`src/rtl/micro_sequencer.sv`:
```
// Microprogram sequencer: 64x24 writable control store, single-level call/return,
// loop counter and status-conditioned branching driving a 12-bit datapath control word.
module micro_sequencer (
    input  logic        SYSTEM_CLK,
    input  logic        RESET,
    input  logic        START,
    input  logic [5:0]  START_ADDR,
    input  logic [5:0]  LOOP_COUNT,
    input  logic [4:0]  STATUS_BITS,
    input  logic        UCODE_WE,
    input  logic [5:0]  UCODE_ADDR,
    input  logic [23:0] UCODE_DATA,
    output logic [11:0] CONTROL_BITS,
    output logic        EIL_BAR,
    output logic        BUSY,
    output logic        DONE,
    output logic [5:0]  UPC
);

    localparam logic [0:0] S_IDLE = 1'b0;
    localparam logic [0:0] S_RUN  = 1'b1;

    localparam logic [2:0] C_CONT = 3'd0;
    localparam logic [2:0] C_JMP  = 3'd1;
    localparam logic [2:0] C_JZ   = 3'd2;
    localparam logic [2:0] C_JC   = 3'd3;
    localparam logic [2:0] C_JV   = 3'd4;
    localparam logic [2:0] C_JFZ  = 3'd5;
    localparam logic [2:0] C_CALL = 3'd6;
    localparam logic [2:0] C_DJNZ = 3'd7;

    logic [23:0] r_store [0:63];
    logic [0:0]  r_state;
    logic [5:0]  r_upc;
    logic [5:0]  r_lcnt;
    logic [5:0]  r_ret;
    logic        r_done;

    logic [23:0] w_word;
    logic [11:0] w_ctrl;
    logic        w_eil;
    logic [2:0]  w_cond;
    logic [5:0]  w_target;
    logic        w_ret;
    logic        w_end;
    logic [5:0]  w_upc_inc;
    logic [5:0]  w_lcnt_dec;

    logic [0:0]  w_state_nxt;
    logic [5:0]  w_upc_nxt;
    logic [5:0]  w_lcnt_nxt;
    logic [5:0]  w_ret_nxt;
    logic        w_done_nxt;

    // C4 carry is reported by the datapath but no branch condition tests it.
    logic        w_unused_c4;
    assign w_unused_c4 = STATUS_BITS[0];

    function automatic logic status_taken(input logic [2:0] cond, input logic [4:0] status);
        logic taken;
        taken = 1'b0;
        case (cond)
            C_JZ:    taken = status[2];
            C_JC:    taken = status[1];
            C_JV:    taken = status[4];
            C_JFZ:   taken = status[3];
            default: taken = 1'b0;
        endcase
        return taken;
    endfunction

    assign w_word     = r_store[r_upc];
    assign w_ctrl     = w_word[11:0];
    assign w_eil      = w_word[12];
    assign w_cond     = w_word[15:13];
    assign w_target   = w_word[21:16];
    assign w_ret      = w_word[22];
    assign w_end      = w_word[23];
    assign w_upc_inc  = r_upc + 6'd1;
    assign w_lcnt_dec = r_lcnt - 6'd1;

    always_comb begin
        w_state_nxt = r_state;
        w_upc_nxt   = r_upc;
        w_lcnt_nxt  = r_lcnt;
        w_ret_nxt   = r_ret;
        w_done_nxt  = 1'b0;
        case (r_state)
            S_IDLE: begin
                if (START) begin
                    w_state_nxt = S_RUN;
                    w_upc_nxt   = START_ADDR;
                    w_lcnt_nxt  = LOOP_COUNT;
                    w_ret_nxt   = 6'd0;
                end
            end
            default: begin
                // END outranks RET, which outranks the COND field.
                if (w_end) begin
                    w_state_nxt = S_IDLE;
                    w_done_nxt  = 1'b1;
                end else if (w_ret) begin
                    w_upc_nxt = r_ret;
                end else begin
                    case (w_cond)
                        C_CONT: w_upc_nxt = w_upc_inc;
                        C_JMP:  w_upc_nxt = w_target;
                        C_CALL: begin
                            w_ret_nxt = w_upc_inc;
                            w_upc_nxt = w_target;
                        end
                        C_DJNZ: begin
                            if (r_lcnt != 6'd0) begin
                                w_lcnt_nxt = w_lcnt_dec;
                                w_upc_nxt  = (w_lcnt_dec != 6'd0) ? w_target : w_upc_inc;
                            end else begin
                                w_upc_nxt = w_upc_inc;
                            end
                        end
                        default: w_upc_nxt = status_taken(w_cond, STATUS_BITS) ? w_target : w_upc_inc;
                    endcase
                end
            end
        endcase
    end

    always_ff @(posedge SYSTEM_CLK or posedge RESET) begin
        if (RESET) begin
            r_state <= S_IDLE;
            r_upc   <= 6'd0;
            r_lcnt  <= 6'd0;
            r_ret   <= 6'd0;
            r_done  <= 1'b0;
        end else begin
            r_state <= w_state_nxt;
            r_upc   <= w_upc_nxt;
            r_lcnt  <= w_lcnt_nxt;
            r_ret   <= w_ret_nxt;
            r_done  <= w_done_nxt;
        end
    end

    // Control store survives reset; writes are locked out while a program runs.
    always_ff @(posedge SYSTEM_CLK) begin
        if (UCODE_WE && (r_state == S_IDLE)) begin
            r_store[UCODE_ADDR] <= UCODE_DATA;
        end
    end

    assign CONTROL_BITS = (r_state == S_RUN) ? w_ctrl : 12'd0;
    assign EIL_BAR      = (r_state == S_RUN) ? w_eil  : 1'b0;
    assign BUSY         = (r_state == S_RUN);
    assign DONE         = r_done;
    assign UPC          = r_upc;

endmodule

```
`config.mk`:
```
export PLATFORM = sky130hd
export DESIGN_NAME = micro_sequencer
export DESIGN_NICKNAME = d
export VERILOG_FILES = /design/src/rtl/micro_sequencer.sv
export SDC_FILE = /design/constraint.sdc
export NUM_CORES = 2
export LEC_CHECK = 0
export CORE_MARGIN = 5
export CORE_UTILIZATION = 56
export DETAILED_ROUTE_END_ITERATION = 10
export GPL_TIMING_DRIVEN = 1
export MAX_ROUTING_LAYER = met4
export PLACE_DENSITY_LB_ADDON = 0.15
export RECOVER_POWER = 50
export SETUP_SLACK_MARGIN = 0.3
export SYNTH_ARGS = -nofsm -noshare
export SYNTH_HDL_FRONTEND = slang
export SYNTH_SLANG_ARGS = --single-unit
```
`constraint.sdc`:
```
create_clock -name SYSTEM_CLK -period 4.2 [get_ports SYSTEM_CLK]
set_input_delay 0.84 -clock SYSTEM_CLK [delete_from_list [all_inputs] [get_ports SYSTEM_CLK]]
set_output_delay 0.84 -clock SYSTEM_CLK [all_outputs]
set_load 0.1 [all_outputs]
```
==> results.cfg <==
[worst_setup_path]
cp_cell_sequence = buf_12 -> buf_16 -> buf_12 -> clkbuf_16 -> mux4_2 -> mux4_2 -> mux4_2 -> and2_4 -> buf_12
reg2reg_from = UPC[0]
slowest_delay_ps = 570
reg2reg_slack_ps = 240
worstReg2RegEnd = r_ret[1]
worstPathArrival_ps = 3770
worst-endpoint-required_ps = 3360
r2r_cells = 14
startpoint_type = flip-flop
worst_path_max_delay_cell = mux4_2
criticalPathCategory = reg -> out
crit_fanout = 6
crit_path_end_kind = output port

[yosys]
synth_edf_count = 1536
ys_ff_latch = 1556
synth.area.mux_share_pct = 17.7
synth_compound_gate_area_share_pct = 1.55
synth_top_area_share_pct = 76.4
synth-simple-area-share_pct = 2.03
synthAdderAreaFrac_pct = 0.0829
netlist_area_sq_um = 60400
yosys-top-cells-area = edfxtp_1 76%, mux4_2 16%, mux2i_1 1.4%
synth_ff_type = edfxtp_1
yosys.area.top_type = edfxtp_1
synth_area_per_cell_sq_um = 22.9
ys_async_sr_fraction_pct = 1.29
synth-seq-area-share_pct = 77.2
synth_cell_type_count = 63
synth_top_family_by_area = multiplexers
netlist_instances = 2633
synth_xor_area_share_pct = 0.0871
syn_nets = 2688
ys.warnings.count = 0

[route]
vias = 29500
vias_per_cell = 6.59
drtPass1Iterations = 5
drtIter0Drc = 3423
avgRoutedWirePerCell_um = 33.2
drt_wl_total_mm = 149
drc = 0
final_antenna_net_count = 0

[clocking]
clockRootBuffer = clkbuf_16
cts_tree = done
worst_skew_pair.late_latency_ps = 750
cts_hold_buf = 0
htree_levels = 4
clockBufferDepth = 3
clk_pin_slew_ps = 60
cts.sinks = 1556
cts_buffers = 155

[final_layout]
final_nets = 2995
final_cells = 4472
drive_gt1_share_pct = 32.8
fin_area_sq_um = 70400
fillCellCount = 6798
synthToLayoutAreaGrowth_pct = 16.5

[die]
ioPinCount = 72
start_util_pct = 56.4
chipHeight_um = 338
coreArea_sq_um = 107000
die_w_um = 338
dieArea_sq_um = 114000
rows = 120

[timing]
slew_headroom_pct = -99.8
setup_ws_ps = -409
slew_violations = 1560
fin_crit_sh_pct = 110
setup_viol = 13
worst_pin_slew_ps = 3000
rsz0062_at_grt = true
timing.fmax_mhz = 217
finalHoldViolCount = 0
fin_crit_ps = 4610
skew_ps = 28.7

[placement]
post_dp_cell_area_sq_um = 64300
dp.cells = 4129
post-dp-hpwl_mm = 83.4
gp_congestion = 0.882
port_buffers = 70

[grt]
grt_pass1_wl_mm = 213
grt_max_degree = 65
overflow = 0
grt_pass1_vias = 30100
grt_usage_pct = 26.7
antenna_found_initial = 9

[pwr]
power.density_nw_per_um2 = 650
ir_worst_vdd_uv = 989
leakage_nw = 22.0

[run_status]
status = complete, but fails checks
violations = max-capacitance violations, max-slew violations, negative setup slack

[min_path]
hp-start = r_ret[2]
whs_path_depth = 2
hold_end = UPC[2]
min_path_type = reg -> reg

[job]
max_cap_violations = 24
## final cells by class
| type | count | area [sq um] | share of cell area, % |
|---|---|---|---|
| clock inverters | 87 | 729 | 1.04 |
| diodes | 6 | 15.0 | 0.0213 |
| multi-input cells | 911 | 13500 | 19.2 |
| flip-flops and latches | 1556 | 46600 | 66.3 |
| repair buffers | 299 | 3440 | 4.89 |
| clock buffers | 193 | 4180 | 5.94 |
| inverters | 17 | 68.8 | 0.0978 |
| well taps | 1403 | 1760 | 2.50 |
## Yosys cell counts (all sizes together) (4+ instances only)
library cell and n:
o22ai 7, a31oi 5, and2 18, ha 4, or3 4, mux4 434
a22oi 15, a211oi 11, nand3b 11, nor3 6, nand2 42, nand3 25
mux2i 87, buf 91, nor4 6, nor2b 14, o21a 6, inv 16
nor2 88, dfrtp 20, edfxtp 1536, nand2b 6, nand4 4, xnor2 5
clkbuf 58, a21oi 23, a221oi 21, o21ai 19
## worst max-delay path: cells and delay by family, from the launching register on
family                 cells  cell delay [ps]
and+or+nand+nor            1              190
buffers and inverters      5              780
muxes                      3             1550
DFF                        1              490
## power by group
| group | total, W | leakage (nW) | switching [W] | internal [W] |
|---|---|---|---|---|
| sequential | 0.0175 | 14.0 | 0.000277 | 0.0173 |
| combinational | 0.0148 | 5.57 | 0.00776 | 0.00701 |
| clock | 0.0134 | 2.41 | 0.00562 | 0.00778 |
| total | 0.0457 | 22.0 | 0.0137 | 0.0320 |
## cell families after synthesis
| logic type | Yosys count |
|---|---|
| DFF | 1556 |
| muxes | 524 |
| and+or+nand+nor | 245 |
| buffers and inverters | 166 |
| AOI/OAI and AO/OA | 132 |
| xor gates and xnor gates | 6 |
| adders and majority gates | 4 |
## placed cells by master, fill, tap and decap left out, drive strengths merged, types with 3 or more instances in the layout
master / instances
mux4: 434
clkbuf: 227
nor2b: 14
nand2b: 6
a21oi: 23
nor4: 6
or4: 3
nor3b: 3
a22oi: 15
nand3: 25
and2: 18
o21a: 6
nand3b: 11
or3: 4
mux2i: 87
o21ai: 19
a221oi: 21
a2111oi: 3
a31oi: 5
xnor2: 5
nor3: 6
diode: 6
a211oi: 11
inv: 22
o31ai: 3
buf: 236
dfrtp: 20
edfxtp: 1536
bufinv: 12
nand4: 4
ha: 4
clkdlybuf4s50: 27
clkinv: 68
nor2: 88
nand2: 42
o22ai: 7
mux2: 3
## flip-flops by register name, indices dropped and copies added, names as in the netlist
name / cells
r_store: 1536
UPC: 6
r_lcnt: 6
DONE: 1
BUSY: 1
r_ret: 6
## how the worst max path moves through the flow
stage | from | endpoint | slack, ps | depth (start not counted)
global placement | UPC[0] | r_ret[1] | 180 | 10
global route | UPC[0] | CONTROL_BITS[8] | -500 | 9
floorplan | UPC[0] | CONTROL_BITS[0] | 160 | 10
CTS | UPC[0] | CONTROL_BITS[3] | -450 | 9
detailed placement | UPC[0] | r_ret[1] | 110 | 10
finish | UPC[0] | CONTROL_BITS[10] | -410 | 9
## metal layers
layer  up-vias  GRT usage (%)  share of wire (%)
li1      11900              -                  -
met1     15800           36.5                 39
met2      1584           41.4                 49
met3       260           5.46                9.0
met4         0           8.54                3.4
met5         -              -                  0
## metrics by stage
stage | hold WS, ps | util (%) | setup TNS [ps] | worst slack, ps | power [W]
final | 488 | 65.7 | -4680 | -409 | 0.0457
after global routing | 537 | 65.7 | -5810 | -501 | 0.0474
after CTS | 498 | 65.2 | -5360 | -449 | 0.0453
after detailed placement | 506 | 60.0 | 0 | 109 | 0.0313
after global placement | 494 | 60.0 | 0 | 180 | 0.0311
after floorplan | 459 | - | 0 | 162 | 0.0272
## what timing repair did
item,CTS,global route
setup buffers,18,22
endpoints found under the hold margin,0,0
cloned,8,9
pin swaps,0,5
resized for setup,35,35
endpoints found under the setup margin,26,25
(Power assumes the default switching activity.)
